$ cat config.mk
export PLATFORM = sky130hd
export DESIGN_NAME = mpu_store_flat
export DESIGN_NICKNAME = d
export VERILOG_FILES = /design/src/rtl/global_defs.sv /design/src/rtl/mpu_store_if.sv /design/src/rtl/mpu_store.sv /design/src/flat_wrapper.sv
export SDC_FILE = /design/constraint.sdc
export NUM_CORES = 1
export LEC_CHECK = 0
export CAP_MARGIN = 20
export CORE_MARGIN = 3
export CORE_UTILIZATION = 39
export CTS_BUF_LIST = sky130_fd_sc_hd__clkbuf_16
export DETAILED_ROUTE_END_ITERATION = 12
export PLACE_DENSITY = 0.8
export SETUP_SLACK_MARGIN = 0.1
export SYNTH_ARGS = -nofsm -noshare
export SYNTH_HDL_FRONTEND = slang
export SYNTH_SLANG_ARGS = --single-unit
$ cat constraint.sdc
create_clock -name clk -period 1.8 [get_ports clk]
set_clock_uncertainty 0.05 [all_clocks]
set_input_delay 0.45 -clock clk [delete_from_list [all_inputs] [get_ports clk]]
set_output_delay 0.45 -clock clk [all_outputs]
set_load 0.05 [all_outputs]
$ cat src/rtl/global_defs.sv
// rtl/global_defs.sv - shared MPU matrix dimension constants
package global_defs;
    localparam int M               = 4;
    localparam int N               = 4;
    localparam int MBITS           = 2;
    localparam int NBITS           = 2;
    localparam int MATRIX_REG_BITS = 2;
endpackage

$ cat src/rtl/mpu_store_if.sv
// rtl/mpu_store_if.sv - memory sink and register file ports of the matrix store path
interface mpu_store_if;
    import global_defs::*;

    logic                     store_req_in;
    logic [MATRIX_REG_BITS:0] mem_store_addr_in;
    logic [31:0]              mem_store_element_out;
    logic                     mem_store_valid_out;
    logic                     mem_store_ready_in;
    logic [MBITS:0]           mem_store_i_loc_out;
    logic [NBITS:0]           mem_store_j_loc_out;
    logic [MBITS:0]           mem_store_m_size_out;
    logic [NBITS:0]           mem_store_n_size_out;
    logic                     mem_store_last_out;
    logic                     mem_store_done_out;
    logic                     mem_store_error_out;
    logic                     reg_store_req_out;
    logic                     store_ready_in;
    logic                     reg_store_rd_out;
    logic [MATRIX_REG_BITS:0] reg_store_addr_out;
    logic [MBITS:0]           reg_store_i_loc_out;
    logic [NBITS:0]           reg_store_j_loc_out;
    logic [31:0]              reg_store_element_in;
    logic [MBITS:0]           reg_m_store_size_in;
    logic [NBITS:0]           reg_n_store_size_in;

    // Store engine side
    modport master (
        input  store_req_in, mem_store_addr_in, mem_store_ready_in, store_ready_in,
               reg_store_element_in, reg_m_store_size_in, reg_n_store_size_in,
        output mem_store_element_out, mem_store_valid_out, mem_store_i_loc_out,
               mem_store_j_loc_out, mem_store_m_size_out, mem_store_n_size_out,
               mem_store_last_out, mem_store_done_out, mem_store_error_out,
               reg_store_req_out, reg_store_rd_out, reg_store_addr_out,
               reg_store_i_loc_out, reg_store_j_loc_out
    );

    // Memory sink / register file side
    modport slave (
        output store_req_in, mem_store_addr_in, mem_store_ready_in, store_ready_in,
               reg_store_element_in, reg_m_store_size_in, reg_n_store_size_in,
        input  mem_store_element_out, mem_store_valid_out, mem_store_i_loc_out,
               mem_store_j_loc_out, mem_store_m_size_out, mem_store_n_size_out,
               mem_store_last_out, mem_store_done_out, mem_store_error_out,
               reg_store_req_out, reg_store_rd_out, reg_store_addr_out,
               reg_store_i_loc_out, reg_store_j_loc_out
    );
endinterface

$ cat src/rtl/mpu_store.sv
// rtl/mpu_store.sv - streams one register file matrix to memory in row-major order
module mpu_store
    import global_defs::*;
(
    input  logic       clk,
    input  logic       rst,
    mpu_store_if.master bus
);

    localparam logic [1:0] STORE_IDLE    = 2'd0;
    localparam logic [1:0] STORE_REQUEST = 2'd1;
    localparam logic [1:0] STORE_READ    = 2'd2;
    localparam logic [1:0] STORE_SEND    = 2'd3;

    logic [1:0]               state;
    logic [MATRIX_REG_BITS:0] addr_q;
    logic [MBITS:0]           m_q, row_ptr, i_q;
    logic [NBITS:0]           n_q, col_ptr, j_q;
    logic [31:0]              elem_q;
    logic                     done_q, err_q;
    logic                     size_err, ptr_last;

    // Reject empty or oversized stored matrices before reserving the register file
    always_comb begin
        size_err = (bus.reg_m_store_size_in == '0) ||
                   (bus.reg_n_store_size_in == '0) ||
                   (bus.reg_m_store_size_in > (MBITS+1)'(M)) ||
                   (bus.reg_n_store_size_in > (NBITS+1)'(N));
    end

    assign ptr_last = (row_ptr == m_q - (MBITS+1)'(1)) && (col_ptr == n_q - (NBITS+1)'(1));

    // Transfer sequencer: reserve, read one element, hand it to memory, repeat
    always_ff @(posedge clk or posedge rst) begin
        if (rst) begin
            state   <= STORE_IDLE;
            addr_q  <= '0;
            m_q     <= '0;
            n_q     <= '0;
            row_ptr <= '0;
            col_ptr <= '0;
            i_q     <= '0;
            j_q     <= '0;
            elem_q  <= '0;
            done_q  <= 1'b0;
            err_q   <= 1'b0;
        end else begin
            done_q <= 1'b0;
            err_q  <= 1'b0;
            case (state)
                STORE_IDLE: begin
                    if (bus.store_req_in) begin
                        if (size_err) begin
                            err_q <= 1'b1;
                        end else begin
                            addr_q  <= bus.mem_store_addr_in;
                            m_q     <= bus.reg_m_store_size_in;
                            n_q     <= bus.reg_n_store_size_in;
                            row_ptr <= '0;
                            col_ptr <= '0;
                            state   <= STORE_REQUEST;
                        end
                    end
                end
                STORE_REQUEST: begin
                    if (bus.store_ready_in) begin
                        state <= STORE_READ;
                    end
                end
                STORE_READ: begin
                    elem_q <= bus.reg_store_element_in;
                    i_q    <= row_ptr;
                    j_q    <= col_ptr;
                    state  <= STORE_SEND;
                end
                STORE_SEND: begin
                    if (bus.mem_store_ready_in) begin
                        if (ptr_last) begin
                            done_q <= 1'b1;
                            state  <= STORE_IDLE;
                        end else begin
                            if (col_ptr == n_q - (NBITS+1)'(1)) begin
                                col_ptr <= '0;
                                row_ptr <= row_ptr + (MBITS+1)'(1);
                            end else begin
                                col_ptr <= col_ptr + (NBITS+1)'(1);
                            end
                            state <= STORE_READ;
                        end
                    end
                end
                default: state <= STORE_IDLE;
            endcase
        end
    end

    // In IDLE the address passes straight through so the size inputs describe the candidate
    assign bus.reg_store_addr_out    = (state == STORE_IDLE) ? bus.mem_store_addr_in : addr_q;
    assign bus.reg_store_req_out     = (state != STORE_IDLE);
    assign bus.reg_store_rd_out      = (state == STORE_READ);
    assign bus.reg_store_i_loc_out   = row_ptr;
    assign bus.reg_store_j_loc_out   = col_ptr;
    assign bus.mem_store_valid_out   = (state == STORE_SEND);
    assign bus.mem_store_element_out = elem_q;
    assign bus.mem_store_i_loc_out   = i_q;
    assign bus.mem_store_j_loc_out   = j_q;
    assign bus.mem_store_m_size_out  = m_q;
    assign bus.mem_store_n_size_out  = n_q;
    assign bus.mem_store_last_out    = (state == STORE_SEND) &&
                                       (i_q == m_q - (MBITS+1)'(1)) &&
                                       (j_q == n_q - (NBITS+1)'(1));
    assign bus.mem_store_done_out    = done_q;
    assign bus.mem_store_error_out   = err_q;

endmodule

$ cat src/flat_wrapper.sv
// flat-port wrapper written by rule: the top's interface ports become plain ports
module mpu_store_flat import global_defs::*;
  (clk, rst, bus_store_req_in, bus_mem_store_addr_in, bus_mem_store_ready_in, bus_store_ready_in, bus_reg_store_element_in, bus_reg_m_store_size_in, bus_reg_n_store_size_in, bus_mem_store_element_out, bus_mem_store_valid_out, bus_mem_store_i_loc_out, bus_mem_store_j_loc_out, bus_mem_store_m_size_out, bus_mem_store_n_size_out, bus_mem_store_last_out, bus_mem_store_done_out, bus_mem_store_error_out, bus_reg_store_req_out, bus_reg_store_rd_out, bus_reg_store_addr_out, bus_reg_store_i_loc_out, bus_reg_store_j_loc_out);
  mpu_store_if bus_i ();
  input  logic clk;
  input  logic rst;
  input wire logic [$bits(bus_i.store_req_in)-1:0] bus_store_req_in;
  input wire logic [$bits(bus_i.mem_store_addr_in)-1:0] bus_mem_store_addr_in;
  input wire logic [$bits(bus_i.mem_store_ready_in)-1:0] bus_mem_store_ready_in;
  input wire logic [$bits(bus_i.store_ready_in)-1:0] bus_store_ready_in;
  input wire logic [$bits(bus_i.reg_store_element_in)-1:0] bus_reg_store_element_in;
  input wire logic [$bits(bus_i.reg_m_store_size_in)-1:0] bus_reg_m_store_size_in;
  input wire logic [$bits(bus_i.reg_n_store_size_in)-1:0] bus_reg_n_store_size_in;
  output wire logic [$bits(bus_i.mem_store_element_out)-1:0] bus_mem_store_element_out;
  output wire logic [$bits(bus_i.mem_store_valid_out)-1:0] bus_mem_store_valid_out;
  output wire logic [$bits(bus_i.mem_store_i_loc_out)-1:0] bus_mem_store_i_loc_out;
  output wire logic [$bits(bus_i.mem_store_j_loc_out)-1:0] bus_mem_store_j_loc_out;
  output wire logic [$bits(bus_i.mem_store_m_size_out)-1:0] bus_mem_store_m_size_out;
  output wire logic [$bits(bus_i.mem_store_n_size_out)-1:0] bus_mem_store_n_size_out;
  output wire logic [$bits(bus_i.mem_store_last_out)-1:0] bus_mem_store_last_out;
  output wire logic [$bits(bus_i.mem_store_done_out)-1:0] bus_mem_store_done_out;
  output wire logic [$bits(bus_i.mem_store_error_out)-1:0] bus_mem_store_error_out;
  output wire logic [$bits(bus_i.reg_store_req_out)-1:0] bus_reg_store_req_out;
  output wire logic [$bits(bus_i.reg_store_rd_out)-1:0] bus_reg_store_rd_out;
  output wire logic [$bits(bus_i.reg_store_addr_out)-1:0] bus_reg_store_addr_out;
  output wire logic [$bits(bus_i.reg_store_i_loc_out)-1:0] bus_reg_store_i_loc_out;
  output wire logic [$bits(bus_i.reg_store_j_loc_out)-1:0] bus_reg_store_j_loc_out;
  assign bus_i.store_req_in = bus_store_req_in;
  assign bus_i.mem_store_addr_in = bus_mem_store_addr_in;
  assign bus_i.mem_store_ready_in = bus_mem_store_ready_in;
  assign bus_i.store_ready_in = bus_store_ready_in;
  assign bus_i.reg_store_element_in = bus_reg_store_element_in;
  assign bus_i.reg_m_store_size_in = bus_reg_m_store_size_in;
  assign bus_i.reg_n_store_size_in = bus_reg_n_store_size_in;
  assign bus_mem_store_element_out = bus_i.mem_store_element_out;
  assign bus_mem_store_valid_out = bus_i.mem_store_valid_out;
  assign bus_mem_store_i_loc_out = bus_i.mem_store_i_loc_out;
  assign bus_mem_store_j_loc_out = bus_i.mem_store_j_loc_out;
  assign bus_mem_store_m_size_out = bus_i.mem_store_m_size_out;
  assign bus_mem_store_n_size_out = bus_i.mem_store_n_size_out;
  assign bus_mem_store_last_out = bus_i.mem_store_last_out;
  assign bus_mem_store_done_out = bus_i.mem_store_done_out;
  assign bus_mem_store_error_out = bus_i.mem_store_error_out;
  assign bus_reg_store_req_out = bus_i.reg_store_req_out;
  assign bus_reg_store_rd_out = bus_i.reg_store_rd_out;
  assign bus_reg_store_addr_out = bus_i.reg_store_addr_out;
  assign bus_reg_store_i_loc_out = bus_i.reg_store_i_loc_out;
  assign bus_reg_store_j_loc_out = bus_i.reg_store_j_loc_out;
  mpu_store u_core (.clk(clk), .rst(rst), .bus(bus_i));
endmodule
; Word level (Yosys, flattened, before mapping)
; Cells that the tools add are included.
[totals]
regBits = 57
wordCells = 69
inputBits = 46
[op_classes]
bitwise_logic = 1
n_reduce_logical = 15
add_sub_neg = 4
n_mux = 23
order_cmp = 2
n_eq_ne = 13
[op_table]
columns = op, count
row1 = 2-to-1 mux 3 bit, 9
row2 = equality test 3 bit, 4
row3 = case mux 3 bit (2 select lines), 2
row4 = 2-to-1 mux 2 bit, 5
row5 = "inequality test 2 bit, second input constant", 5
row6 = case mux 2 bit (4 select lines), 1
row7 = "adder 3 x 1 -> 3 bit, second input constant", 2
row8 = "> comparator 3 bit, second input constant", 2
row9 = zero test 3 bit, 2
row10 = 2-to-1 mux 1 bit, 6
row11 = AND reduction 6 bit, 1
row12 = "subtractor 3 x 1 -> 3 bit, second input constant", 2
row13 = AND reduction 5 bit, 1
row14 = "equality test 2 bit, second input constant", 2
row15 = AND reduction 4 bit, 1
row16 = nonzero test 2 bit, 2
row17 = logical AND 1 bit, 3
row18 = logical OR 1 bit, 3
row19 = AND reduction 3 bit, 1
row20 = "equality test 2 x 1 -> 1 bit, second input constant", 1
row21 = zero test 2 bit, 1
row22 = "inequality test 2 x 1 -> 1 bit, second input constant", 1
row23 = NOT 1 bit, 1

; Depth between registers and ports, before layout
; Gate-level depths: netlist of the first run.
[logic_depth]
word_depth = 7
depth_mapped = 6
depth_no_buf = 6

; Worst setup path after synthesis of the first run
; Ideal clock, no wire load.
[synth_timing]
kind = flip-flop to output port
from = reg u_core.n_q[0], in the netlist u_core.bus.mem_store_n_size_out[0]
to = out bus_mem_store_last_out
required_ps = 1300
path_slack_ps = -1282
path_stages_with_launch = 7
t_arrival_ps = 2582
cell_sequence = dfrtp_1 inv_1 ha_1 xnor2_1 nor3_1 nand3_1 nor3_1
[synth_via]
elab_chain_cells = 3
[synth_lines]
columns = element, line
row1 = "start, declared", mpu_store.sv:18  ; logic [NBITS:0] n_q, col_ptr, j_q;
row2 = "start signal, assigned", mpu_store.sv:58  ; n_q <= bus.reg_n_store_size_in;
row3 = subtractor 3 x 1 -> 3 bit, mpu_store.sv:111  ; (j_q == n_q - (NBITS+1)'(1));
row4 = equality test 3 bit, mpu_store.sv:111
row5 = logical AND 1 bit, mpu_store.sv:110  ; (i_q == m_q - (MBITS+1)'(1)) &&
row6 = "end, declared", flat_wrapper.sv:20  ; output wire logic [$bits(bus_i.mem_store_last_out)-1:0] bus_mem_store_last_out;
; Every way passes these cells.

; Final worst setup path of the first run
[layout_timing]
from = reg u_core.m_q[0], in the netlist u_core.bus.mem_store_m_size_out[0]
to = out bus_mem_store_last_out
[layout_via]
elab_chain_cells = 4
[layout_lines]
columns = element, line
row1 = "start, declared", mpu_store.sv:17  ; logic [MBITS:0] m_q, row_ptr, i_q;
row2 = "start signal, assigned", mpu_store.sv:57  ; m_q <= bus.reg_m_store_size_in;
row3 = subtractor 3 x 1 -> 3 bit, mpu_store.sv:110
row4 = equality test 3 bit, mpu_store.sv:110
row5 = logical AND 1 bit, mpu_store.sv:109  ; assign bus.mem_store_last_out = (state == STORE_SEND) &&
row6 = logical AND 1 bit, mpu_store.sv:110
; Every way passes these cells.

==> results of run 1 <==
worst reg2reg max path, stage by stage (launching register included):
cell and delay [ns]:
sky130_fd_sc_hd__dfrtp_2 0.38, sky130_fd_sc_hd__inv_2 0.06, sky130_fd_sc_hd__ha_4 0.18, sky130_fd_sc_hd__buf_4 0.13, sky130_fd_sc_hd__buf_6 0.10, sky130_fd_sc_hd__buf_4 0.12
sky130_fd_sc_hd__xor3_1 0.23, sky130_fd_sc_hd__nor4_4 0.04, sky130_fd_sc_hd__buf_4 0.16, sky130_fd_sc_hd__buf_6 0.13, sky130_fd_sc_hd__a221oi_4 0.26, sky130_fd_sc_hd__mux2i_1 0.24
worst max-delay path by stage:
stage | startpoint | endpoint | slack [ns] | cells after the start
2_1_floorplan | u_core.bus.mem_store_n_size_out[0] | bus_mem_store_last_out | -0.42 | 6
3_3_place_gp | bus_reg_n_store_size_in[2] | u_core.bus.reg_store_i_loc_out[1] | -0.27 | 6
3_5_place_dp | bus_reg_m_store_size_in[2] | u_core.bus.reg_store_i_loc_out[1] | -0.34 | 6
4_1_cts | u_core.bus.mem_store_m_size_out[0] | bus_mem_store_last_out | -0.48 | 7
5_1_grt | u_core.bus.mem_store_m_size_out[0] | bus_mem_store_last_out | -0.57 | 7
6_report | u_core.bus.mem_store_m_size_out[0] | bus_mem_store_last_out | -0.49 | 7
layout by cell type, fill, tap and decap left out, types with 3 or more instances in the layout:
cell,instances
sky130_fd_sc_hd__buf_6,9
sky130_fd_sc_hd__xnor2_1,5
sky130_fd_sc_hd__clkdlybuf4s50_1,41
sky130_fd_sc_hd__dfrtp_1,48
sky130_fd_sc_hd__mux2_4,3
sky130_fd_sc_hd__mux2_2,41
sky130_fd_sc_hd__mux2i_1,3
sky130_fd_sc_hd__xnor2_2,3
sky130_fd_sc_hd__buf_4,73
sky130_fd_sc_hd__nand2_1,14
sky130_fd_sc_hd__dlymetal6s2s_1,4
sky130_fd_sc_hd__inv_1,6
sky130_fd_sc_hd__inv_2,4
sky130_fd_sc_hd__buf_12,26
sky130_fd_sc_hd__nor3b_2,3
sky130_fd_sc_hd__dfrtp_2,9
sky130_fd_sc_hd__o21ai_0,4
sky130_fd_sc_hd__clkbuf_16,10
flip-flops by register name, summed over array words and instances (netlist names):
register                          cells
u_core.bus.mem_store_j_loc_out        3
u_core.bus.mem_store_done_out         1
u_core.bus.mem_store_i_loc_out        3
u_core.bus.mem_store_error_out        1
u_core.bus.mem_store_element_out     32
u_core.bus.reg_store_j_loc_out        3
u_core.bus.mem_store_m_size_out       3
u_core.state                          2
u_core.bus.mem_store_n_size_out       3
u_core.bus.reg_store_i_loc_out        3
u_core.addr_q                         3
per-stage QoR:
stage / std cells / setup TNS, ns / instance area, µm² / utilization (%)
floorplan: 196 / -0.738 / 2660 / -
global placement: 407 / -3.53 / 4210 / 65.6
detailed placement: 407 / -4.33 / 4210 / 65.6
CTS: 435 / -2.17 / 4780 / 74.5
global route: 439 / -4.11 / 4890 / 76.2
finish: 439 / -3.35 / 4890 / 76.2
final cells by class:
cell class	count	area (µm²)
repair buffers	155	1670
clock buffers	9	225
flip-flops and latches	57	1440
fillers	387	1530
inverters	13	67.6
well taps	77	96.3
clock inverters	7	85.1
multi-input cells	121	1310
per-layer routing:
layer | global-route usage (%) | up-vias
li1 | - | 1015
met1 | 24.3 | 1108
met2 | 34.6 | 94
met3 | 5.08 | 18
met4 | 8.93 | 0
met5 | 0 | -
repair_timing:
action | in CTS | in global routing
buffers inserted | 13 | 4
setup endpoints to repair | 21 | 47
pin swaps | 13 | 7
hold buffers | 0 | 0
gates cloned | 0 | 1
gates resized for setup | 35 | 15
cell families after synthesis:
family	count (synthesis)
DFF	57
muxes	47
and+or+nand+nor	38
AOI/OAI and AO/OA	18
buffers and inverters	18
xor gates and xnor gates	14
adders and majority gates	4
==> impl_metrics.ini, run 1 <==
[timing]
report.final.setup_viol = 13
slew_viol_final = 0
timing_worst_slew_pin_value_ns = 0.437
finalHoldViolCount = 0
hold_ws_ns = 0.339
worst_slack_ns = -0.493
finalCritPeriodShare_pct = 127
top_achievable_clock_speed_ghz = 0.436
grt_setup_unrepaired = true
max-slew-margin-rel_pct = 70.8
timing.final.crit_period_ns = 2.29

[synthesis]
synth_top_cell_area_share_pct = 54.7
yosys.area_share.xor_xnor_pct = 5.81
synth.most_common_cell = sky130_fd_sc_hd__dfrtp_1
synth_warnings = 0
ys_seq_elements = 57
number_of_enable_type_register_cells_in_the_synthesized_netlist = 0
synth-adder-area-share_pct = 1.92
dominantRegCellSynth = sky130_fd_sc_hd__dfrtp_1
synth.top_cells.by_area = sky130_fd_sc_hd__dfrtp_1 (55%), sky130_fd_sc_hd__mux2_2 (19%), sky130_fd_sc_hd__xnor2_1 (2.7%)
seq_area_frac_synth_pct = 54.7
synth_fp_nets = 246
netlist_top_cells_count = sky130_fd_sc_hd__dfrtp_1 (57), sky130_fd_sc_hd__mux2_2 (44), sky130_fd_sc_hd__nand2_1 (15)
postSynth.asyncResetShare_pct = 100
synth_compound_area_share_pct = 6.09
area_of_the_mapped_netlist_um2 = 2610
synthSimpleGateAreaFrac_pct = 8.45
synthCells = 196
largest_family_of_logic_cells_by_synthesized_area = multiplexers
synthesis.area_per_instance_um2 = 13.3
synthDominantAreaCellType = sky130_fd_sc_hd__dfrtp_1
synth_mux_area_share_pct = 20.2
synthDistinctLibCells = 39

[floorplan]
die_width_um = 87.8
boundaryPins = 105
fp.dieH_um = 87.8
rows = 29
initial_core_utilization_pct = 40.6
design.die.area_um2 = 7700
core_um2 = 6420

[critical_path]
largest_delay_share_family_worst_path = flip-flops
number_of_cell_instances_on_the_worst_register_to_register_path = 11
cp.required_ns = 1.30
cpMaxStageDelayCell = sky130_fd_sc_hd__dfrtp_2
timing.critical_path.cells = inv_2 -> ha_4 -> xor2_4 -> xnor2_2 -> nand3_2 -> nor3_4 -> buf_12
end_kind = output pin
timing.rr.end = u_core.bus.reg_store_i_loc_out[1]
crit_buf_inv = 2
r2r_start = u_core.bus.mem_store_m_size_out[0]
worst-r2r-setup-slack_ns = -0.37
cp_slowest_stage_delay_ns = 0.42
criticalPathCategory = flip-flop to output pin
worstPathArrival_ns = 1.79
worst-path-max-fanout = 2
crit_path_start_kind = flip-flop

[placed_design]
place.detailed.hpwl_um = 5090
gpl.final_weighted_congestion = 0.846
pre_cts_ws_ns = -0.338
numPortBuffers = 104

[grt]
track_usage_pct = 20.3
grt_pass1_vias = 2449
grt_first_pass_wirelength_um = 11900
globalRoute.totalOverflow = 0
grt_start_max_net_pins = 27
antenna_found_initial = 0

[routing]
met1Wirelength_um = 3120
ant_nets = 0
number_of_vias_after_detailed_routing = 2235
drt_pre_antenna_iters = 4
route.detailed.vias_per_inst = 5.09
routed_wirelength_um = 7920
met3_routed_wirelength_um = 556
initial_drt_markers = 44
drc_errors = 0
met2_wl_post_dr_um = 4070
route.detailed.wl_per_inst_um = 18.0
dr.max_layer_used = met4

[run_status]
violated_checks = setup timing
status = finished with violations

[clock_network]
clk_root_buffer_cell = sky130_fd_sc_hd__clkbuf_16
cts_made_buffers = 9
clk_pin_slew_worst_paths_ns = 0.05
clock_tree.buffer_depth = 2
worstSkewPairLatency_ns = 0.32
cts_tree = done
clock-sinks = 57
cts_max_level = 3

[min_path]
hold_end = u_core.bus.mem_store_m_size_out[2]
hold_path_startpoint = bus_reg_m_store_size_in[2]
whs_path_depth = 3
hp-class = input port to flip-flop

[final_layout]
share_of_post_route_cells_with_drive_strength_above_1_pct = 59.4
diodes = 0
finalNetCount = 407
syn2layout_area_growth_pct = 87.6

[run]
timing.max_cap.violations = 0
Power of run 1 is not shown: default switching activity piles up to over one toggle a cycle in this logic, so the estimate is an artifact.
==> run 2: changes to the inputs <==
--- a/config.mk
+++ b/config.mk
@@ -12,6 +12,7 @@
 export DETAILED_ROUTE_END_ITERATION = 12
 export PLACE_DENSITY = 0.8
 export SETUP_SLACK_MARGIN = 0.1
+export SKIP_LAST_GASP = 1
 export SYNTH_ARGS = -nofsm -noshare
 export SYNTH_HDL_FRONTEND = slang
 export SYNTH_SLANG_ARGS = --single-unit
==> run 2 against run 1 <==
Compared with the run above:
- the flow still finishes with violations (setup timing)
- hold slack better by 0.011 ns
- first-iteration DRC count is 50% higher
- critical path depth stayed put
- flip-flop and latch count stayed put
- wire length is 2.4% higher
- die area stayed put
- fmax is 1.6% lower
- sequential share of layout area is 0.090 points lower
- via count is 1.9% higher
- register-to-register slack better by 0.13 ns
- cell count is 0.68% higher
- utilization is 0.23 points higher
==> impl_metrics.ini, run 2 (synthesis results as in run 1) <==
[floorplan]
die_width_um = 87.8
rows = 29
fp.dieH_um = 87.8
design.die.area_um2 = 7700
core_um2 = 6420
boundaryPins = 105
initial_core_utilization_pct = 40.6

[critical_path]
cp.required_ns = 1.30
worstPathArrival_ns = 1.83
criticalPathCategory = flip-flop to output pin
r2r_start = u_core.bus.mem_store_m_size_out[0]
worst-path-max-fanout = 2
timing.rr.end = u_core.state[1]
number_of_cell_instances_on_the_worst_register_to_register_path = 10
worst-r2r-setup-slack_ns = -0.24
crit_start = u_core.bus.mem_store_n_size_out[0]
crit_path_start_kind = flip-flop
end_kind = output pin

[final_layout]
combined_area_of_the_multi_input_logic_cells_um2 = 1300
highest_count_cells_in_the_layout_ignoring_fill_and_taps = sky130_fd_sc_hd__buf_4 (75), sky130_fd_sc_hd__dfrtp_1 (48), sky130_fd_sc_hd__mux2_2 (41), sky130_fd_sc_hd__clkdlybuf4s50_1 (41), sky130_fd_sc_hd__buf_12 (26)
fillerInstances = 384
share_of_post_route_cells_with_drive_strength_above_1_pct = 59.2
layout_commonest_cell = sky130_fd_sc_hd__buf_4
final_cell_area_um2 = 4910
flip_flop_count_of_the_largest_register_after_layout = 32
finalNetCount = 410
diodes = 0
syn2layout_area_growth_pct = 88.1
area.sequential_um2 = 1440

[grt]
track_usage_pct = 20.9
groute.layer.met1.usage_pct = 24.9
grt_start_max_net_pins = 27
groute.layer.met2.usage_pct = 35.4
globalRoute.busiestLayer = met2
grt_pass1_vias = 2485
antenna_found_initial = 0
globalRoute.totalOverflow = 0
grt_first_pass_wirelength_um = 12200
use_met3_pct = 5.08

[clock_network]
clk_pin_slew_worst_paths_ns = 0.05
cts_made_buffers = 9
cts_max_level = 3
cts_tree = done
clock-sinks = 57
worstSkewPairLatency_ns = 0.32
clock_tree.buffer_depth = 2
clk_root_buffer_cell = sky130_fd_sc_hd__clkbuf_16

[placed_design]
gpl.final_weighted_congestion = 0.846
place_area_um2 = 4210
pre_cts_ws_ns = -0.338
place.detailed.hpwl_um = 5090
numPortBuffers = 104

[routing]
drc_errors = 0
route.detailed.wl_per_inst_um = 18.3
routed_wirelength_um = 8110
drt_pre_antenna_iters = 4
route.detailed.vias_per_inst = 5.15
number_of_vias_after_detailed_routing = 2277
ant_nets = 0
initial_drt_markers = 66

[timing]
grt_setup_unrepaired = true
timing_worst_slew_pin_value_ns = 0.429
top_achievable_clock_speed_ghz = 0.429
timing.final.crit_period_ns = 2.33
slew_viol_final = 0
finalCritPeriodShare_pct = 129
finalHoldViolCount = 0
worst_slack_ns = -0.530
report.final.setup_viol = 13
max-slew-margin-rel_pct = 71.3

[run_status]
violated_checks = setup timing
status = finished with violations

[min_path]
hold_path_startpoint = bus_reg_n_store_size_in[2]
hp-class = input port to flip-flop
whs_path_depth = 3
hold_end = u_core.bus.mem_store_n_size_out[2]

[run]
timing.max_cap.violations = 0
## run 2: cell type report
type	instances	share of cell area (%)
clock buffers	9	4.59
clock inverters	7	1.73
inverters	13	1.38
multi-input cells	121	26.4
flip-flops and latches	57	29.3
well taps	77	1.96
repair buffers	158	34.6
## run 2: metal layers
layer	vias to the layer above	part of all wire, %
li1	1022	-
met4	0	2.2
met5	-	0
met2	104	51
met3	17	7.9
met1	1134	39
## run 2: per-stage QoR
step | hold slack, ns | std cells | utilization [%] | TNS [ns]
6_report | 0.350 | 442 | 76.4 | -2.55
5_1_grt | 0.376 | 442 | 76.4 | -3.32
4_1_cts | 0.451 | 435 | 74.3 | -2.17
3_5_place_dp | 0.446 | 407 | 65.6 | -4.33
3_3_place_gp | 0.438 | 407 | 65.6 | -3.53
2_1_floorplan | 0.427 | 196 | - | -0.738
## run 2: worst max-delay path, cell delays in order, from the launching register on
cell and delay [ns]:
sky130_fd_sc_hd__dfrtp_2 0.38, sky130_fd_sc_hd__inv_2 0.06, sky130_fd_sc_hd__ha_4 0.17, sky130_fd_sc_hd__xor2_2 0.14, sky130_fd_sc_hd__xnor2_1 0.28, sky130_fd_sc_hd__nand3_2 0.13
sky130_fd_sc_hd__nor3_4 0.18, sky130_fd_sc_hd__buf_12 0.17
## run 2: what timing repair did
item / 4_1_cts / 5_1_grt
pin swaps: 13 / 6
gates cloned: 0 / 1
endpoints found under the setup margin: 21 / 41
setup buffers: 13 / 7
hold buffers: 0 / 0
resized for setup: 33 / 17
## run 2: how the worst max path moves through the flow
stage | endpoint
floorplan | bus_mem_store_last_out
finish | bus_mem_store_last_out
global route | bus_mem_store_last_out
detailed placement | u_core.bus.reg_store_i_loc_out[1]
CTS | bus_mem_store_last_out
global placement | u_core.bus.reg_store_i_loc_out[1]
Power of run 2 is left out for the same reason.
==> run 3: changes to the inputs <==
--- a/config.mk
+++ b/config.mk
@@ -7,12 +7,13 @@
 export LEC_CHECK = 0
 export CAP_MARGIN = 20
 export CORE_MARGIN = 3
-export CORE_UTILIZATION = 39
-export CTS_BUF_LIST = sky130_fd_sc_hd__clkbuf_16
+export CORE_UTILIZATION = 40
+export CTS_BUF_LIST = sky130_fd_sc_hd__clkbuf_4
 export DETAILED_ROUTE_END_ITERATION = 12
-export PLACE_DENSITY = 0.8
+export PLACE_DENSITY = 0.82
 export SETUP_SLACK_MARGIN = 0.1
 export SKIP_LAST_GASP = 1
 export SYNTH_ARGS = -nofsm -noshare
 export SYNTH_HDL_FRONTEND = slang
 export SYNTH_SLANG_ARGS = --single-unit
+export TNS_END_PERCENT = 30
==> run 3 against run 2 <==
Compared with the run above:
- the run still ends with setup timing left
- critical path depth stayed put
- die area decreased by 2.3%
- global-route usage is 1.6 points lower
- register-to-register slack improved by 0.12 ns
- setup slack got worse by 0.14 ns
- critical path type unchanged
- largest cell class unchanged
- highest routed layer unchanged
==> impl_metrics.ini, run 3 (synthesis results as in run 1) <==
[grt]
track_usage_pct = 19.3
grt_start_max_net_pins = 26
grt_first_pass_wirelength_um = 11100
antenna_found_initial = 0
globalRoute.totalOverflow = 0
grt_pass1_vias = 2331

[timing]
final.setup.tns_ns = -2.27
top_achievable_clock_speed_ghz = 0.405
max-slew-margin-rel_pct = 73.4
grt_setup_unrepaired = true
report.final.setup_viol = 15
timing.final.crit_period_ns = 2.47
finalCritPeriodShare_pct = 137
worst_slack_ns = -0.668
finalHoldViolCount = 0
slew_viol_final = 0
timing_worst_slew_pin_value_ns = 0.397
hold_ws_ns = 0.325

[routing]
route.detailed.wl_per_inst_um = 17.5
routed_wirelength_um = 7610
drt_pre_antenna_iters = 4
number_of_vias_after_detailed_routing = 2205
initial_drt_markers = 80
ant_nets = 0
route.detailed.vias_per_inst = 5.06
drc_errors = 0

[run_status]
violated_checks = setup timing
status = finished with violations

[floorplan]
design.die.area_um2 = 7520
rows = 28
boundaryPins = 105
initial_core_utilization_pct = 42.5
die_width_um = 86.7
fp.dieH_um = 86.7
core_um2 = 6130

[clock_network]
clk_pin_slew_worst_paths_ns = 0.11
clk_root_buffer_cell = sky130_fd_sc_hd__clkbuf_4
clock_tree.buffer_depth = 2
worstSkewPairLatency_ns = 0.40
clock-sinks = 57
hold_buffers = 0
cts_max_level = 3
cts_made_buffers = 9
cts_tree = done

[final_layout]
diodes = 0
syn2layout_area_growth_pct = 78.5
layout_commonest_cell = sky130_fd_sc_hd__buf_4
flip_flop_count_of_the_largest_register_after_layout = 32
finalNetCount = 406
share_of_post_route_cells_with_drive_strength_above_1_pct = 57.3
final_core_util_pct = 75.9
highest_count_cells_in_the_layout_ignoring_fill_and_taps = sky130_fd_sc_hd__buf_4 (77), sky130_fd_sc_hd__dfrtp_1 (47), sky130_fd_sc_hd__clkdlybuf4s50_1 (45)

[min_path]
hp-class = input port to async pin

[critical_path]
timing.critical_path.cells = inv_2 -> ha_4 -> xnor2_1 -> nor3_1 -> nand3_1 -> nor3_4 -> buf_12
worstPathArrival_ns = 1.97
worst-path-max-fanout = 2
cpMaxStageDelayCell = sky130_fd_sc_hd__dfrtp_2
end_kind = output pin
crit_path_start_kind = flip-flop
cp_slowest_stage_delay_ns = 0.42
largest_delay_share_family_worst_path = simple AND/OR/NAND/NOR gates
crit_buf_inv = 2
criticalPathCategory = flip-flop to output pin
cp.required_ns = 1.30

[run]
timing.max_cap.violations = 0

[placed_design]
gpl.final_weighted_congestion = 0.795
numPortBuffers = 104
place.detailed.hpwl_um = 5250
pre_cts_ws_ns = -0.332
-- run 3: cell types whose count changed in the layout (fill, tap and decap cells not counted), moves of 3 or more --
cell                              before  now
sky130_fd_sc_hd__clkbuf_16            10    0
sky130_fd_sc_hd__clkbuf_4              0   10
sky130_fd_sc_hd__dlymetal6s2s_1        4    0
sky130_fd_sc_hd__buf_6                10    7
sky130_fd_sc_hd__clkdlybuf4s50_1      41   45
-- run 3: worst register-to-register path: stages (launching register included) --
cell	delay [ns]
sky130_fd_sc_hd__dfrtp_2	0.42
sky130_fd_sc_hd__inv_2	0.08
sky130_fd_sc_hd__ha_4	0.15
sky130_fd_sc_hd__buf_4	0.11
sky130_fd_sc_hd__xnor3_2	0.28
sky130_fd_sc_hd__and3_4	0.20
sky130_fd_sc_hd__a22oi_2	0.33
sky130_fd_sc_hd__mux2i_1	0.22
-- run 3: area by class of cell --
type | instances | area [µm²]
clock buffers | 10 | 75.1
clock inverters | 6 | 106
fillers | 406 | 1480
inverters | 13 | 55.1
multi-input cells | 121 | 1280
flip-flops and latches | 57 | 1440
well taps | 75 | 93.8
repair buffers | 154 | 1610
-- run 3: metrics by stage --
stage          instance area [µm²]  instances
2_1_floorplan                 2660        196
3_3_place_gp                  4200        405
3_5_place_dp                  4200        405
4_1_cts                       4440        424
5_1_grt                       4650        436
6_report                      4650        436
-- run 3: path summary, 6_finish.rpt --
| check | endpoint | depth (start not counted) | startpoint | slack [ns] |
|---|---|---|---|---|
| worst max-delay path | bus_mem_store_last_out | 7 | u_core.bus.mem_store_n_size_out[1] | -0.67 |
| worst min-delay path | u_core.bus.mem_store_element_out[13] | 2 | rst | 0.33 |
| worst max register to register | u_core.bus.reg_store_j_loc_out[0] | 7 | u_core.bus.mem_store_n_size_out[1] | -0.12 |
| worst min register to register | u_core.bus.mem_store_element_out[18] | 1 | u_core.bus.mem_store_element_out[18] | 0.47 |
| max in group asynchronous | u_core.bus.reg_store_j_loc_out[2] | 3 | rst | 0.91 |
| min in group clk | u_core.bus.mem_store_element_out[18] | 1 | u_core.bus.mem_store_element_out[18] | 0.47 |
-- run 3: what timing repair did --
item,CTS,global route
hold endpoints to repair,0,0
endpoints found under the setup margin,19,50
buffers inserted,3,12
pin swaps,7,7
resized for setup,12,22
-- run 3: layer usage --
metal  GRT usage, %  vias to the layer above  wire (µm)
met4           9.77                        0        162
met3           6.18                       16        551
li1               -                     1014          -
met2           31.8                       97       3970
met5              0                        -          0
met1           22.4                     1078       2920
Power of run 3 is left out for the same reason.
